<file path="src/rtl/regfile_pkg.sv">
`default_nettype none
// ============================================================================
// Module      : regfile_pkg
// Description : Shared definitions for the parametrised register file:
//               default geometry constants and the bulk-clear FSM state type.
// Revision    : 1.0 - initial release
// ============================================================================

package regfile_pkg;

    // Default geometry, matching the legacy 4x8 register bank.
    localparam int REGFILE_DATA_W = 8;
    localparam int REGFILE_ADDR_W = 2;

    // Bulk-clear engine states. Explicit 1-bit encoding keeps the state
    // register width fixed regardless of tool enum defaults.
    typedef enum logic [0:0] {
        IDLE  = 1'b0,
        CLEAR = 1'b1
    } clr_state_e;

endpackage : regfile_pkg

`default_nettype wire

</file>
<file path="src/rtl/regfile_if.sv">
`default_nettype none
// ============================================================================
// Module      : regfile_if
// Description : Bus bundle between a datapath master and the register file:
//               two read addresses, one write port, bulk-clear request and
//               the read data / status returned by the register file.
// Revision    : 1.0 - initial release
// ============================================================================

interface regfile_if
    import regfile_pkg::*;
#(
    parameter int DATA_W = REGFILE_DATA_W,
    parameter int ADDR_W = REGFILE_ADDR_W
);

    // Request side (driven by the datapath)
    logic [ADDR_W-1:0] read_register_one;
    logic [ADDR_W-1:0] read_register_two;
    logic [ADDR_W-1:0] write_register;
    logic [DATA_W-1:0] write_data;
    logic              RegWrite;
    logic              clear_req;

    // Response side (driven by the register file)
    logic [DATA_W-1:0] read_data_one;
    logic [DATA_W-1:0] read_data_two;
    logic              busy;
    logic              wr_drop;

    modport master (
        output read_register_one,
        output read_register_two,
        output write_register,
        output write_data,
        output RegWrite,
        output clear_req,
        input  read_data_one,
        input  read_data_two,
        input  busy,
        input  wr_drop
    );

    modport slave (
        input  read_register_one,
        input  read_register_two,
        input  write_register,
        input  write_data,
        input  RegWrite,
        input  clear_req,
        output read_data_one,
        output read_data_two,
        output busy,
        output wr_drop
    );

endinterface : regfile_if

`default_nettype wire

</file>
<file path="src/rtl/regfile_clear_seq.sv">
`default_nettype none
// ============================================================================
// Module      : regfile_clear_seq
// Description : Bulk-clear sequencer. Sweeps a pointer from 0 to DEPTH-1,
//               issuing one clear per cycle, flags busy for the duration and
//               reports writes that arrive while the sweep is running.
// Revision    : 1.0 - initial release
// ============================================================================

module regfile_clear_seq
    import regfile_pkg::*;
#(
    parameter int ADDR_W = REGFILE_ADDR_W
) (
    input  logic              CLK,
    input  logic              reset,
    input  logic              clear_req,
    input  logic              reg_write,
    output logic              busy,
    output logic              wr_drop,
    output logic              clr_en,
    output logic [ADDR_W-1:0] clr_addr
);

    // Last entry index; the pointer never counts past it.
    localparam logic [ADDR_W-1:0] c_last_addr = {ADDR_W{1'b1}};

    clr_state_e        r_state;
    clr_state_e        w_state_nxt;
    logic [ADDR_W-1:0] r_ptr;
    logic              r_wr_drop;
    logic              w_last;

    assign w_last = (r_ptr == c_last_addr);

    // State register; reset aborts any sweep in progress.
    always_ff @(posedge CLK or posedge reset) begin
        if (reset) begin
            r_state <= IDLE;
        end else begin
            r_state <= w_state_nxt;
        end
    end

    // Next-state: requests are only honoured from IDLE, so a request
    // during a sweep neither restarts nor queues another one.
    always_comb begin
        w_state_nxt = r_state;
        case (r_state)
            IDLE: begin
                if (clear_req) begin
                    w_state_nxt = CLEAR;
                end
            end
            CLEAR: begin
                if (w_last) begin
                    w_state_nxt = IDLE;
                end
            end
            default: begin
                w_state_nxt = IDLE;
            end
        endcase
    end

    // Moore outputs: busy and the clear strobe follow the state directly.
    always_comb begin
        busy     = 1'b0;
        clr_en   = 1'b0;
        clr_addr = r_ptr;
        case (r_state)
            CLEAR: begin
                busy   = 1'b1;
                clr_en = 1'b1;
            end
            default: begin
                busy   = 1'b0;
                clr_en = 1'b0;
            end
        endcase
    end

    // Sweep pointer: parked at 0 while idle, so every sweep starts at entry 0.
    always_ff @(posedge CLK or posedge reset) begin
        if (reset) begin
            r_ptr <= '0;
        end else if (r_state == CLEAR) begin
            r_ptr <= w_last ? '0 : (r_ptr + ADDR_W'(1));
        end else begin
            r_ptr <= '0;
        end
    end

    // Dropped-write flag: one-cycle pulse after a write lands during a sweep.
    always_ff @(posedge CLK or posedge reset) begin
        if (reset) begin
            r_wr_drop <= 1'b0;
        end else begin
            r_wr_drop <= reg_write && (r_state == CLEAR);
        end
    end

    assign wr_drop = r_wr_drop;

endmodule : regfile_clear_seq

`default_nettype wire

</file>
<file path="src/rtl/regfile_param.sv">
`default_nettype none
// ============================================================================
// Module      : regfile_param
// Description : Parametrised register file, DEPTH = 2**ADDR_W entries of
//               DATA_W bits. Two combinational read ports, one synchronous
//               write port, optional hard-wired zero entry and a sequenced
//               bulk-clear engine (regfile_clear_seq).
// Build macro : REGFILE_BYPASS_EN - when defined, a read of the address being
//               written in the same cycle returns the incoming write data.
// Revision    : 1.0 - initial release
// ============================================================================

module regfile_param
    import regfile_pkg::*;
#(
    parameter int DATA_W   = REGFILE_DATA_W,
    parameter int ADDR_W   = REGFILE_ADDR_W,
    parameter int ZERO_REG = 0
) (
    input  logic     CLK,
    input  logic     reset,
    regfile_if.slave bus
);

    localparam int c_depth = 2 ** ADDR_W;

    logic [DATA_W-1:0] r_mem [c_depth];

    logic              w_busy;
    logic              w_clr_en;
    logic [ADDR_W-1:0] w_clr_addr;
    logic              w_wr_en;
    logic              w_wr_keep;
    logic              w_fwd_one;
    logic              w_fwd_two;
    logic [DATA_W-1:0] w_rd_one;
    logic [DATA_W-1:0] w_rd_two;

    // ------------------------------------------------------------------------
    // Clear sequencer
    // ------------------------------------------------------------------------
    regfile_clear_seq #(
        .ADDR_W (ADDR_W)
    ) u_clear_seq (
        .CLK       (CLK),
        .reset     (reset),
        .clear_req (bus.clear_req),
        .reg_write (bus.RegWrite),
        .busy      (w_busy),
        .wr_drop   (bus.wr_drop),
        .clr_en    (w_clr_en),
        .clr_addr  (w_clr_addr)
    );

    assign bus.busy = w_busy;

    // A write is accepted only while the clear engine is idle.
    assign w_wr_en = bus.RegWrite && !w_busy;

    // Writes to a hard-wired zero entry are silently discarded.
    assign w_wr_keep = w_wr_en &&
                       !((ZERO_REG != 0) && (bus.write_register == '0));

    // ------------------------------------------------------------------------
    // Storage
    // ------------------------------------------------------------------------
    // Entry array: async wipe on reset, then either one sweep clear or one
    // accepted write per cycle (the two never coincide, writes need !busy).
    always_ff @(posedge CLK or posedge reset) begin
        if (reset) begin
            for (int i = 0; i < c_depth; i++) begin
                r_mem[i] <= '0;
            end
        end else begin
            if (w_clr_en) begin
                r_mem[w_clr_addr] <= '0;
            end
            if (w_wr_keep) begin
                r_mem[bus.write_register] <= bus.write_data;
            end
        end
    end

    // ------------------------------------------------------------------------
    // Read path
    // ------------------------------------------------------------------------
`ifdef REGFILE_BYPASS_EN
    // Write-through: only accepted writes are forwarded, never dropped ones.
    assign w_fwd_one = w_wr_en && (bus.read_register_one == bus.write_register);
    assign w_fwd_two = w_wr_en && (bus.read_register_two == bus.write_register);
`else
    // No forwarding: reads see the stored value until the write edge.
    assign w_fwd_one = 1'b0;
    assign w_fwd_two = 1'b0;
`endif

    // Selects stored or forwarded data, then applies the zero-entry rule
    // last so it overrides forwarding as well.
    function automatic logic [DATA_W-1:0] read_sel(
        input logic [ADDR_W-1:0] addr,
        input logic [DATA_W-1:0] stored,
        input logic              fwd,
        input logic [DATA_W-1:0] fwd_data
    );
        logic [DATA_W-1:0] v;
        v = fwd ? fwd_data : stored;
        if ((ZERO_REG != 0) && (addr == '0)) begin
            v = '0;
        end
        return v;
    endfunction

    // Read port one: combinational from address to data.
    always_comb begin
        w_rd_one = read_sel(bus.read_register_one,
                            r_mem[bus.read_register_one],
                            w_fwd_one, bus.write_data);
    end

    // Read port two: combinational from address to data.
    always_comb begin
        w_rd_two = read_sel(bus.read_register_two,
                            r_mem[bus.read_register_two],
                            w_fwd_two, bus.write_data);
    end

    assign bus.read_data_one = w_rd_one;
    assign bus.read_data_two = w_rd_two;

endmodule : regfile_param

`default_nettype wire

</file>
<file path="src/flat_wrapper.sv">
// flat-port wrapper written by rule: the top's interface ports become plain ports
module regfile_param_flat import regfile_pkg::*;
#(
    parameter int DATA_W   = REGFILE_DATA_W,
    parameter int ADDR_W   = REGFILE_ADDR_W,
    parameter int ZERO_REG = 0
)
  (CLK, reset, bus_read_register_one, bus_read_register_two, bus_write_register, bus_write_data, bus_RegWrite, bus_clear_req, bus_read_data_one, bus_read_data_two, bus_busy, bus_wr_drop);
  regfile_if #(.DATA_W(DATA_W), .ADDR_W(ADDR_W)) bus_i ();
  input  logic CLK;
  input  logic reset;
  input wire logic [$bits(bus_i.read_register_one)-1:0] bus_read_register_one;
  input wire logic [$bits(bus_i.read_register_two)-1:0] bus_read_register_two;
  input wire logic [$bits(bus_i.write_register)-1:0] bus_write_register;
  input wire logic [$bits(bus_i.write_data)-1:0] bus_write_data;
  input wire logic [$bits(bus_i.RegWrite)-1:0] bus_RegWrite;
  input wire logic [$bits(bus_i.clear_req)-1:0] bus_clear_req;
  output wire logic [$bits(bus_i.read_data_one)-1:0] bus_read_data_one;
  output wire logic [$bits(bus_i.read_data_two)-1:0] bus_read_data_two;
  output wire logic [$bits(bus_i.busy)-1:0] bus_busy;
  output wire logic [$bits(bus_i.wr_drop)-1:0] bus_wr_drop;
  assign bus_i.read_register_one = bus_read_register_one;
  assign bus_i.read_register_two = bus_read_register_two;
  assign bus_i.write_register = bus_write_register;
  assign bus_i.write_data = bus_write_data;
  assign bus_i.RegWrite = bus_RegWrite;
  assign bus_i.clear_req = bus_clear_req;
  assign bus_read_data_one = bus_i.read_data_one;
  assign bus_read_data_two = bus_i.read_data_two;
  assign bus_busy = bus_i.busy;
  assign bus_wr_drop = bus_i.wr_drop;
  regfile_param #(.DATA_W(DATA_W), .ADDR_W(ADDR_W), .ZERO_REG(ZERO_REG)) u_core (.CLK(CLK), .reset(reset), .bus(bus_i));
endmodule
</file>
<file path="config.mk">
export PLATFORM = sky130hd
export DESIGN_NAME = regfile_param_flat
export DESIGN_NICKNAME = d
export VERILOG_FILES = /design/src/rtl/regfile_pkg.sv /design/src/rtl/regfile_if.sv /design/src/rtl/regfile_clear_seq.sv /design/src/rtl/regfile_param.sv /design/src/flat_wrapper.sv
export SDC_FILE = /design/constraint.sdc
export NUM_CORES = 1
export LEC_CHECK = 0
export ABC_AREA = 0
export BUFFER_PORTS_ARGS = -buffer_cell sky130_fd_sc_hd__buf_2
export CAP_MARGIN = 0
export CORE_UTILIZATION = 35
export DETAILED_ROUTE_END_ITERATION = 8
export PLACE_DENSITY = 0.56
export SYNTH_ARGS = -nofsm -noshare
export SYNTH_HDL_FRONTEND = slang
export SYNTH_HIERARCHICAL = 1
export SYNTH_SLANG_ARGS = --single-unit
</file>
<file path="constraint.sdc">
create_clock -name CLK -period 1.2 [get_ports CLK]
set_input_delay 0.24 -clock CLK [delete_from_list [all_inputs] [get_ports CLK]]
set_output_delay 0.24 -clock CLK [all_outputs]
set_load 0.05 [all_outputs]
</file>
==> results.txt, run 1 <==
Pin placement for this block handled 36 I/O pins. After detailed routing, the number of vias per cell comes to 5.30. The synthesized design spends more area on one cell type than any other, namely sky130_fd_sc_hd__dfrtp_1. For the post-synthesis cell area, the log shows 0.00181 mm2. Longest individual stage delay on the worst path: 0.49 ns. Ranked by total cell area, the synthesized netlist is headed by sky130_fd_sc_hd__dfrtp_1 50%, sky130_fd_sc_hd__mux4_2 20%, sky130_fd_sc_hd__a22o_1 16%, sky130_fd_sc_hd__a31oi_4 4.7%, sky130_fd_sc_hd__buf_6 1.9%. Walking the worst path, the cells encountered are mux4_2 -> buf_6.

After filler insertion, the fill cell instance count of the layout stands at 408. Entering global routing, the biggest net connects 33 pins. The count of cell types in the netlist is 16, and the largest vdd supply drop is 1820 uV. Dividing the detail-routed wire length by the instance count gives 17.5 um. The tools report the total of endpoints with negative setup slack in the final report as 49.

For the worst setup path, the data arrival time is 1.36 ns. The final route contains 1415 vias. The path with the worst hold slack has its endpoint at u_core/u_clear_seq/r_state. For this design the ratio of total power to cell area is 2580 mW/mm2.

On the critical path, the stage with the largest delay is an instance of sky130_fd_sc_hd__mux4_2. In this run the vertical extent of the chip is 73.9 um. The first TritonRoute pass finished after 4 iterations. The overall track demand over capacity in global routing was 0.192. Once detail routing completed, the nets flagged for antenna violations numbered 0.

The floorplan step defined a die boundary enclosing 0.00546 mm2. The count of state elements after synthesis is 36. The total leakage power came out at 1.32 nW.

Post-route worst setup slack: -0.396 ns. Total power of the final layout: 6.97 mW. When the netlist entered floorplanning its net count stood at 130. The transition at the pin with the smallest max-transition slack is 0.416 ns, and the total half-perimeter wirelength after legalization and detailed placement is 3.32 mm. The clock-pin slew on the worst setup and hold paths is 0.07 ns.

The critical path class is flip-flop to output port. The minimum clock period after layout works out to 1.60 ns. Measured along the x axis, the die boundary spans 73.9 um. The tools report the sequential fraction of the synthesis area as 0.498. On the final layout, the worst hold slack is 0.198 ns. The tools report the startpoint of the worst hold path as bus_clear_req. The run finished, with violations left. The run gives 0.723 as the headroom to the max-slew limit. Class of the tightest hold or removal check: input port to flip-flop. For this run, the top clock speed supported by timing is 627 MHz. The number of levels in the clock H-tree is 2. Summed over all layers, the global routing overflow is 0. Effective utilization at floorplan: 0.373. The number of max-cap violations came out at 0. Each instance of the synthesized netlist takes up on average 16.3 um2. Leaving out fill and tap cells, the most frequent cell in the layout is sky130_fd_sc_hd__buf_4.

For the met3 layer usage reported by global route, the log shows 0.0357. Between clock sinks in the finished design, the worst skew comes to 0.00634 ns. Met1 track utilization from global routing: 0.252.

The met2 routing resource usage after global routing is 0.308. The clock reaches the later pin of the worst-skew pair after 0.28 ns. For the final-report hold violation count, the log shows 0. Routability-driven placement finished with a final weighted congestion of 0.791.

The tools report the count of clock tree sinks as 36. The floorplan has 25 rows. The tools report the count of pins over their slew limit as 0. The library cells used most frequently in the layout, excluding fill and tap cells, are 47 x sky130_fd_sc_hd__buf_4, 35 x sky130_fd_sc_hd__dfrtp_1, 32 x sky130_fd_sc_hd__a22o_1.

The number of antenna violations at the first check in global routing is 0. The share of final-layout standard cells stronger than drive strength 1 was 0.605. At the end of the flow, the number of nets in the layout was 218.

The depth of the most critical reg-to-reg path was 4; the number of cells traversed by the worst hold path was 3. TritonCTS built the clock tree. The run gives 0.00485 mm2 as the area of the core.

The setup check on the worst reg-to-reg path leaves a slack of -0.11 ns. The run gives 0 as the number of antenna cells inserted. The area overhead of the layout relative to synthesis is 49.6%, and the fraction of the cycle the final worst path needs is 1.33. Setup repair after global routing could not meet its margin everywhere. For the wire length of the first global-routing pass, the log shows 7.54 mm. The startpoint identified for the worst register-to-register timing path is u_core/u_clear_seq/r_state. The tools report the number of design rule violations left after detail routing as 0. The tools report the total number of yosys warnings as 6.

The busiest metal layer after global routing is met2. The cell count after synthesis came out at 111. The final reports fail on setup timing. The number of port buffers came out at 35. The tools report the buffer levels on the longest clock path as 2. The element type at the critical path end is an output port. Clock tree synthesis inserted a total of 5 buffers. The routed design has 4.67 mm of wire.

Cell at the root of the clock tree: sky130_fd_sc_hd__clkbuf_8. The via count of the first global-routing pass is 1504. The type of element launching the critical path is a flip-flop. For the worst setup path, the data required time is 0.96 ns. The tools report the end of the worst register-to-register path as u_core/r_mem[7]. The area share of the leading cell type in the synthesized netlist was 0.498; the largest fanout on the critical path was 3. For the iteration-0 DRC count of the detailed router, the log shows 46.
## flip-flops by register name, indices dropped and copies added, names as in the netlist
| register | flops |
|---|---|
| u_core/u_clear_seq/clr_addr | 2 |
| u_core/r_mem | 32 |
| u_core/u_clear_seq/wr_drop | 1 |
| u_core/u_clear_seq/r_state | 1 |
## cells in the mapped netlist
| master | instances |
|---|---|
| sky130_fd_sc_hd__a22o_1 | 32 |
| sky130_fd_sc_hd__a31oi_4 | 4 |
| sky130_fd_sc_hd__and2_1 | 2 |
| sky130_fd_sc_hd__and4b_1 | 1 |
| sky130_fd_sc_hd__and4bb_1 | 2 |
| sky130_fd_sc_hd__buf_2 | 4 |
| sky130_fd_sc_hd__buf_4 | 1 |
| sky130_fd_sc_hd__buf_6 | 3 |
| sky130_fd_sc_hd__dfrtp_1 | 36 |
| sky130_fd_sc_hd__ha_1 | 1 |
| sky130_fd_sc_hd__inv_1 | 5 |
| sky130_fd_sc_hd__mux4_2 | 16 |
| sky130_fd_sc_hd__nand2b_1 | 1 |
| sky130_fd_sc_hd__nor2_2 | 1 |
| sky130_fd_sc_hd__nor4b_4 | 1 |
| sky130_fd_sc_hd__o21ai_0 | 1 |
## per-stage QoR
step	setup TNS (ns)	util	instance area, um2	instances	setup WS (ns)
6_report	-8.16	0.558	2710	267	-0.396
5_1_grt	-10.15	0.558	2710	267	-0.421
4_1_cts	-8.61	0.549	2660	263	-0.401
3_5_place_dp	-5.71	0.494	2400	252	-0.260
3_3_place_gp	-5.14	0.494	2400	252	-0.247
2_1_floorplan	-6.06	-	1860	111	-0.203
## area by class of cell
cell class | instances | area, um2 | area share
clock buffers | 7 | 96.3 | 0.0356
clock inverters | 1 | 30.0 | 0.0111
inverters | 5 | 18.8 | 0.00694
multi-input cells | 62 | 828 | 0.306
flip-flops and latches | 36 | 902 | 0.333
well taps | 67 | 83.8 | 0.0310
repair buffers | 89 | 746 | 0.276
## repair_timing
item,4_1_cts,5_1_grt
gates resized for setup,41,0
setup endpoints to repair,49,49
buffers inserted,3,6
hold endpoints to repair,4,0
pin swaps,10,7
hold buffers,1,0
## critical path: cells and delay by family (launching register included)
kind | cells | cell delay [ns]
multiplexers | 1 | 0.49
flip-flops | 1 | 0.42
buffers and inverters | 1 | 0.17
## kinds of logic after synthesis
logic type,Yosys count,synth area share
AOI/OAI and AO/OA,37,0.205
adders and majority gates,1,0.00692
buffers and inverters,13,0.0443
DFF,36,0.498
muxes,16,0.199
and+or+nand+nor,8,0.0464
## power by group
group          switching (mW)  internal, mW  leakage, nW
Clock                   0.426         0.733       0.0645
Sequential              0.379          1.67        0.480
Combinational            1.81          1.95        0.780
## metal layers
metal / vias to the layer above / wire length [um] / part of all wire
met3: 10 / 260 / 0.056
met1: 729 / 1940 / 0.41
li1: 631 / - / -
met2: 45 / 2390 / 0.51
met5: - / 0 / 0
met4: 0 / 78 / 0.017
## worst max path at each step
stage | start | end | slack [ns] | depth (start not counted)
finish | u_core/r_mem[2] | bus_read_data_two[2] | -0.40 | 2
global route | u_core/r_mem[2] | bus_read_data_two[2] | -0.42 | 2
CTS | u_core/r_mem[2] | bus_read_data_two[2] | -0.40 | 2
detailed placement | bus_read_register_one[0] | bus_read_data_one[1] | -0.26 | 4
global placement | bus_read_register_one[0] | bus_read_data_one[0] | -0.25 | 4
floorplan | u_core/u_clear_seq/r_state | u_core/r_mem[24] | -0.20 | 3
(Power assumes the default switching activity.)
==> run 2: changes to the inputs <==
--- a/config.mk
+++ b/config.mk
@@ -8,9 +8,9 @@
 export ABC_AREA = 0
 export BUFFER_PORTS_ARGS = -buffer_cell sky130_fd_sc_hd__buf_2
 export CAP_MARGIN = 0
-export CORE_UTILIZATION = 35
+export CORE_UTILIZATION = 45
 export DETAILED_ROUTE_END_ITERATION = 8
-export PLACE_DENSITY = 0.56
+export PLACE_DENSITY = 0.69
 export SYNTH_ARGS = -nofsm -noshare
 export SYNTH_HDL_FRONTEND = slang
 export SYNTH_HIERARCHICAL = 1
==> results.txt, run 2 (synthesized netlist as in run 1, its figures left out) <==
The area of the core is 0.00374 mm2 (-23%). The via count of the first global-routing pass is 1543 (+2.6%), and the iteration-0 DRC count of the detailed router is 98 (+110%). The minimum clock period after layout is 1.60 ns (+0.00797 ns).

The run gives 0.00642 ns (+0.0000716 ns) as the worst clock skew. The logs give 0 (unchanged) for the count of pins over their slew limit and 0 (unchanged) for the number of antenna violations at the first check in global routing. The total of endpoints with negative setup slack in the final report came out at 49 (unchanged). The wire length of the first global-routing pass came out at 7.36 mm (-2.5%). The share of final-layout standard cells stronger than drive strength 1 is 0.571 (-0.0336), and the arrival time at the worst endpoint is 1.36 ns (about the same). The flip-flop count of the largest register after layout is 32 (unchanged), and the total via count after detailed routing is 1357 (-4.1%).

The maximum operating frequency came out at 624 MHz (-0.50%). The largest vdd supply drop came out at 1570 uV (-14%). Setup repair after global routing could not meet its margin everywhere. The number of antenna cells inserted is 0 (unchanged), and the fraction of the cycle the final worst path needs is 1.34 (+0.00664). The routed wire length is 4.47 mm (-4.2%), and the clock-pin slew on the worst setup and hold paths is 0.07 ns (about the same). The overall die height was 65.4 um (-11%). The tools report the total power of the final layout as 6.37 mW (-8.5%). The run finished, with violations left. The largest fanout on the critical path was 3 (unchanged); the die extent in x was 65.4 um (-11%).

Leaving out fill and tap cells, the most frequent cells in the layout are 39 x sky130_fd_sc_hd__buf_4, 35 x sky130_fd_sc_hd__dfrtp_1, 32 x sky130_fd_sc_hd__a22o_1. The path class of the tightest hold or removal check is input port to flip-flop. The number of standard cells in the layout, taps in and fillers out is 237 (-11%), and the post-route setup TNS is -7.69 ns (+0.465 ns).

The run gives 0 (unchanged) as the global route total overflow. Leaving out fill and tap cells, the most frequent cell in the layout is sky130_fd_sc_hd__buf_4. The logs give 0 (unchanged) for the final-report hold violation count and 36 (unchanged) for the count of clock tree sinks. The tools report the pin count of the biggest net entering global routing as 33 (unchanged).

The number of port buffers is 35 (unchanged), and the total half-perimeter wirelength after legalization and detailed placement is 3.08 mm (-7.1%). Number of design rule violations left after detail routing: 0 (unchanged). The buffer levels on the longest clock path was 2 (unchanged).

The cell sitting at the root of the clock tree is a sky130_fd_sc_hd__clkbuf_8. The logs give 2 (unchanged) for the number of levels in the clock H-tree and 0.00428 mm2 (-22%) for the total die area. The overall track demand over capacity in global routing is 0.237 (+0.0454), and the later-pin clock latency in the skew report is 0.28 ns (about the same). Area overhead of the layout relative to synthesis: 41.0%. The critical path class was flip-flop to output port.

Type of element launching the critical path: a flip-flop. For the cell count after placement, the log shows 225 (-11%). The data required time of the worst path was 0.96 ns (about the same); the depth of the most critical reg-to-reg path was 4 (unchanged).

Effective utilization at floorplan: 0.483 (+0.110). The via density per instance is 5.73 (+8.0%), and the number of cells traversed by the worst hold path is 3 (unchanged). The tools report the count of antenna-violating nets left after detailed routing as 0 (unchanged). The checks that failed: setup timing. Total number of nets in the final design: 208 (-4.6%).

The worst-case register-to-register setup slack was -0.10 ns (about the same); the final routed wire length divided by cell count was 18.9 um (+7.9%). TritonCTS built the clock tree. The count of filler cells inserted in the layout was 289 (-29%).

The floorplan row count was 22 (-12%). The CTS buffer count was 5 (unchanged). The tools report the post-route worst setup slack as -0.404 ns (-0.00797 ns). The number of primary I/O pins is 36 (unchanged). The worst setup path is captured at an output port. The transition at the pin with the smallest max-transition slack is 0.404 ns (-0.0115 ns).

The headroom to the max-slew limit was 0.730 (+0.00764). Counting flops per register, the top entry is u_core/r_mem. The total leakage power is 1.25 nW (-5.7%). The number of max-cap violations was 0 (unchanged). The final weighted congestion of routability-driven global placement is 0.763 (-3.5%). The total iterations of the first detailed-routing run is 4 (unchanged), and the power density relative to cell area is 2500 mW/mm2 (-3.0%).
==> run 2: cell count changes in the layout (fill, tap and decap cells not counted) <==
| cell | before | now |
|---|---|---|
| sky130_fd_sc_hd__clkbuf_1 | 0 | 1 |
| sky130_fd_sc_hd__and4bb_1 | 1 | 2 |
| sky130_fd_sc_hd__clkinv_2 | 0 | 1 |
| sky130_fd_sc_hd__and4bb_2 | 1 | 0 |
| sky130_fd_sc_hd__buf_6 | 18 | 16 |
| sky130_fd_sc_hd__buf_4 | 47 | 39 |
| sky130_fd_sc_hd__bufinv_16 | 1 | 0 |
| sky130_fd_sc_hd__clkbuf_8 | 7 | 5 |
==> run 2: stage by stage <==
step,hold slack (ns),area [um2],setup WS [ns],util
after global placement,0.131,2330,-0.245,0.621
after floorplan,0.00601,1860,-0.203,-
final,0.188,2550,-0.404,0.681
after CTS,0.185,2490,-0.399,0.666
after detailed placement,0.142,2330,-0.249,0.621
after global routing,0.197,2550,-0.438,0.681
==> run 2: repair_timing <==
item | in CTS | in global routing
buffers inserted | 0 | 6
endpoints found under the hold margin | 4 | 0
hold buffers | 1 | 0
endpoints found under the setup margin | 49 | 49
pin swaps | 2 | 5
gates resized for setup | 38 | 0
==> run 2: layer usage <==
| layer | wire length [um] | part of all wire | track usage |
|---|---|---|---|
| met4 | 97 | 0.022 | 0.0978 |
| met1 | 1720 | 0.39 | 0.284 |
| met5 | 0 | 0 | 0 |
| met2 | 2410 | 0.54 | 0.412 |
| met3 | 237 | 0.053 | 0.0503 |
==> run 2: worst paths after layout <==
| kind | from | endpoint |
|---|---|---|
| setup / recovery | u_core/r_mem[7] | bus_read_data_one[7] |
| hold / removal | bus_clear_req | u_core/u_clear_seq/r_state |
| setup reg to reg | u_core/u_clear_seq/r_state | u_core/r_mem[5] |
| hold reg to reg | u_core/r_mem[17] | u_core/r_mem[17] |
| max in group asynchronous | reset | u_core/r_mem[14] |
| min in group asynchronous | reset | u_core/u_clear_seq/wr_drop |
==> run 2: report_power, final <==
group          switching, mW  internal (mW)
clock                  0.393          0.394
combinational           1.79           1.76
sequential             0.367           1.67
total                   2.55           3.83
==> run 2: layout make-up <==
type / count / area (um2) / share of cell area
clock buffer: 6 / 72.6 / 0.0285
inverter: 5 / 18.8 / 0.00736
multi-input combinational: 62 / 828 / 0.325
sequential: 36 / 902 / 0.354
timing repair buffer: 79 / 663 / 0.260
tap: 48 / 60.1 / 0.0236
clock inverter: 1 / 5.00 / 0.00196
==> run 2: critical path, stage by stage (launching register included) <==
cell,delay [ns]
sky130_fd_sc_hd__dfrtp_1,0.41
sky130_fd_sc_hd__mux4_2,0.50
sky130_fd_sc_hd__buf_6,0.17
==> run 3: changes to the inputs <==
--- a/config.mk
+++ b/config.mk
@@ -5,12 +5,12 @@
 export SDC_FILE = /design/constraint.sdc
 export NUM_CORES = 1
 export LEC_CHECK = 0
-export ABC_AREA = 0
+export ABC_AREA = 1
 export BUFFER_PORTS_ARGS = -buffer_cell sky130_fd_sc_hd__buf_2
 export CAP_MARGIN = 0
 export CORE_UTILIZATION = 45
 export DETAILED_ROUTE_END_ITERATION = 8
-export PLACE_DENSITY = 0.69
+export PLACE_DENSITY = 0.68
 export SYNTH_ARGS = -nofsm -noshare
 export SYNTH_HDL_FRONTEND = slang
 export SYNTH_HIERARCHICAL = 1
==> results.txt, run 3 <==
The tools report the number of max-cap violations as 0 (unchanged). Share of final-layout standard cells stronger than drive strength 1: 0.468 (-0.104). The sequential fraction of the synthesis area was 0.440 (-0.0579); the area overhead of the layout relative to synthesis was 51.1%. The cell count after synthesis was 301 (+170%); the total power of the final layout was 6.74 mW (+5.7%). The area of the core is 0.00435 mm2 (+16%). The fraction of the cycle the final worst path needs was 1.18 (-0.157). The tools report the routed wire length as 6.01 mm (+34%). The count of state elements after synthesis came out at 36 (unchanged).

The number of standard cells in the layout, taps in and fillers out is 422 (+78%). In the synthesized netlist, the cells that appear most often are 129 x sky130_fd_sc_hd__nand2_1, 40 x sky130_fd_sc_hd__o21ai_0, 36 x sky130_fd_sc_hd__dfrtp_1, 26 x sky130_fd_sc_hd__inv_1, 19 x sky130_fd_sc_hd__nand3_1. The CTS buffer count came out at 5 (unchanged).

Commonest register cell after synthesis: sky130_fd_sc_hd__dfrtp_1. Clock tree synthesis selected as its root buffer the cell sky130_fd_sc_hd__clkbuf_8. The synthesized area per cell came out at 6.80 um2 (-58%). The final reports fail on setup timing. The total via count after detailed routing is 2192 (+62%), and the final core area utilization is 0.710 (+0.0289). The run gives 320 (+150%) as the synthesized netlist net count. The total number of yosys warnings was 6 (unchanged). The pin count of the biggest net entering global routing is 33 (unchanged), and the minimum clock period after layout is 1.42 ns (-0.188 ns). The headroom to the max-slew limit is 0.747 (+0.0167). The final routed wire length divided by cell count was 14.2 um (-24%); the later-pin clock latency in the skew report was 0.29 ns (about the same). The tools report the cell-internal power as 3.78 mW (-1.3%). The worst setup path is of the flip-flop to output port kind.

The tools report the switching power summed over all nets as 2.96 mW (+16%). The busiest metal layer after global routing was met2. The maximum operating frequency was 707 MHz (+13%). The transition at the pin with the smallest max-transition slack was 0.379 ns (-0.0250 ns); the clock-pin slew on the worst setup and hold paths was 0.07 ns (about the same). The largest fanout on the critical path was 3 (unchanged); the total half-perimeter wirelength after legalization and detailed placement was 3.73 mm (+21%). The run finished, with violations left. u_core/r_mem holds more flip-flops than any other register.

The run gives 0.148 ns (-0.0393 ns) as the final hold slack. The worst setup path is captured at an output port. In the layout the commonest cells are 84 x sky130_fd_sc_hd__nand2_1, 46 x sky130_fd_sc_hd__nand2_2, 35 x sky130_fd_sc_hd__dfrtp_1. The library cell used most frequently in the layout, excluding fill and tap cells, is sky130_fd_sc_hd__nand2_1. The post-placement worst setup slack is -0.260 ns (-0.0102 ns), and the effective utilization at floorplan is 0.470 (-0.0131). The run gives 0.339 (+0.0550) as the met1 track utilization from global routing. The logs give 0.0451 (-0.00529) for the met3 layer usage reported by global route and 0 (unchanged) for the global route total overflow. Yosys attributes the largest share of cell area to sky130_fd_sc_hd__dfrtp_1 44%, sky130_fd_sc_hd__nand2_1 24%, sky130_fd_sc_hd__o21ai_0 9.8%, sky130_fd_sc_hd__inv_1 4.8%, sky130_fd_sc_hd__nand3_1 4.6%. In the post-synthesis netlist, the cell with the most instances is sky130_fd_sc_hd__nand2_1. Overall track demand over capacity in global routing: 0.256 (+0.0187). For the total of endpoints with negative setup slack in the final report, the log shows 41 (-16%). The run gives -4.41 ns (+3.28 ns) as the post-route setup TNS. For the count of cell types in the netlist, the log shows 17 (+1). The tools report the number of antenna cells inserted as 0 (unchanged). The path class of the tightest hold or removal check is input port to flip-flop. The worst clock skew is 0.00629 ns (-0.000123 ns), and the summed area of non-filler cells in the final layout is 0.00309 mm2 (+21%). The count of pins over their slew limit was 0 (unchanged); the via density per instance was 5.19 (-9.3%). The met2 routing resource usage after global routing was 0.411 (-0.00137).

The buffer levels on the longest clock path is 2 (unchanged), and the flip-flop count of the largest register after layout is 32 (unchanged). The via count of the first global-routing pass was 1987 (+29%). The count of antenna-violating nets left after detailed routing was 0 (unchanged); the cell count after placement was 391 (+74%).

The switching power as a share of total power was 0.439 (+0.0396). The number of port buffers is 35 (unchanged). Die extent in x: 69.4 um (+6.2%).

For the floorplan row count, the log shows 24 (+9.1%). The iteration-0 DRC count of the detailed router is 144 (+47%), and the post-synthesis cell area is 0.00205 mm2 (+13%). The number of flops mapped to enable cells by yosys is 0 (unchanged). Number of antenna violations at the first check in global routing: 0 (unchanged). The run gives 36 (unchanged) as the count of clock tree sinks.

The tools report the total number of nets in the final design as 389 (+87%). The type of element launching the critical path was a flip-flop. The largest vdd supply drop is 1430 uV (-8.9%).

The combinational share of power came out at 0.577 (+0.020). TritonCTS built the clock tree. The number of design rule violations left after detail routing is 0 (unchanged).

For the wire length of the first global-routing pass, the log shows 9.55 mm (+30%). The arrival time at the worst endpoint was 1.18 ns (-0.18 ns). The post-route worst setup slack is -0.215 ns (+0.188 ns), and the final-report hold violation count is 0 (unchanged). The post-place instance area is 0.00240 mm2 (+3.3%).

The tools report the number of primary I/O pins as 36 (unchanged). The logs give 0.00482 mm2 (+13%) for the total die area and 1.56 nW (+25%) for the total leakage power. The fraction of synthesis flops using an asynchronous set or reset pin was 1.00 (unchanged). The overall die height was 69.4 um (+6.2%); the share of power burned in registers was 0.303 (-0.017). The total iterations of the first detailed-routing run was 4 (unchanged); the part of the total power dissipated in the clock network was 0.121 (-0.002). The final weighted congestion of routability-driven global placement was 0.816 (+7.0%); the power density relative to cell area was 2180 mW/mm2 (-13%). Area share of the leading cell type in the synthesized netlist: 0.440 (-0.0579). The data required time of the worst path came out at 0.96 ns (about the same). Setup repair after global routing could not meet its margin everywhere. Summed over all instances, the cell type with the most area after synthesis is sky130_fd_sc_hd__dfrtp_1. The number of levels in the clock H-tree is 2 (unchanged).
==> run 3: cell type report <==
type / count / area [um2]
flip-flops and latches: 36 / 905
clock inverters: 1 / 5.00
multi-input cells: 225 / 1220
inverters: 28 / 108
well taps: 52 / 65.1
clock buffers: 6 / 72.6
fillers: 350 / 1260
repair buffers: 74 / 716
==> run 3: worst max-delay path, cell delays in order (launching register included) <==
cell	delay, ns
sky130_fd_sc_hd__dfrtp_1	0.37
sky130_fd_sc_hd__inv_2	0.09
sky130_fd_sc_hd__a21oi_1	0.07
sky130_fd_sc_hd__o21ai_1	0.11
sky130_fd_sc_hd__nand2_2	0.09
sky130_fd_sc_hd__buf_8	0.15
==> run 3: power groups by stage <==
stage	clock, mW	combinational, mW	sequential [mW]
6_report	0.814	3.88	2.04
5_1_grt	0.870	4.18	2.07
4_1_cts	0.832	3.46	2.00
3_5_place_dp	0	2.57	2.00
3_3_place_gp	0	2.52	1.98
2_1_floorplan	0	1.82	2.03
==> run 3: cell families (layout without fill, tap and decap cells) <==
logic type / Yosys count / count (layout) / share of synthesized area
AO/OA/AOI/OAI: 56 / 56 / 0.137
AND/OR/NAND/NOR: 168 / 168 / 0.334
flip-flops: 36 / 36 / 0.440
buffers and inverters: 40 / 109 / 0.0826
adder cells (fa/ha/maj): 1 / 1 / 0.00612
==> run 3: final timing paths <==
kind | start | to | slack [ns] | cells after the start
min reg2reg | u_core/r_mem[8] | u_core/r_mem[8] | 0.52 | 2
min in group asynchronous | reset | u_core/u_clear_seq/r_state | 0.38 | 3
max | u_core/r_mem[19] | bus_read_data_two[3] | -0.22 | 5
max reg2reg | u_core/u_clear_seq/r_state | u_core/r_mem[13] | -0.11 | 8
min | bus_clear_req | u_core/u_clear_seq/r_state | 0.15 | 3
max in group asynchronous | reset | u_core/r_mem[5] | 0.48 | 4
==> run 3: layer usage <==
layer,wire length (um),vias up
li1,-,1086
met1,2670,1029
met2,2970,66
met3,251,11
met4,119,0
met5,0,-
==> run 3: what timing repair did <==
action,CTS,global route
buffers inserted,14,8
hold buffers,1,0
endpoints found under the setup margin,34,47
hold endpoints to repair,36,0
pin swaps,20,28
resized for setup,115,62
gates cloned,1,0
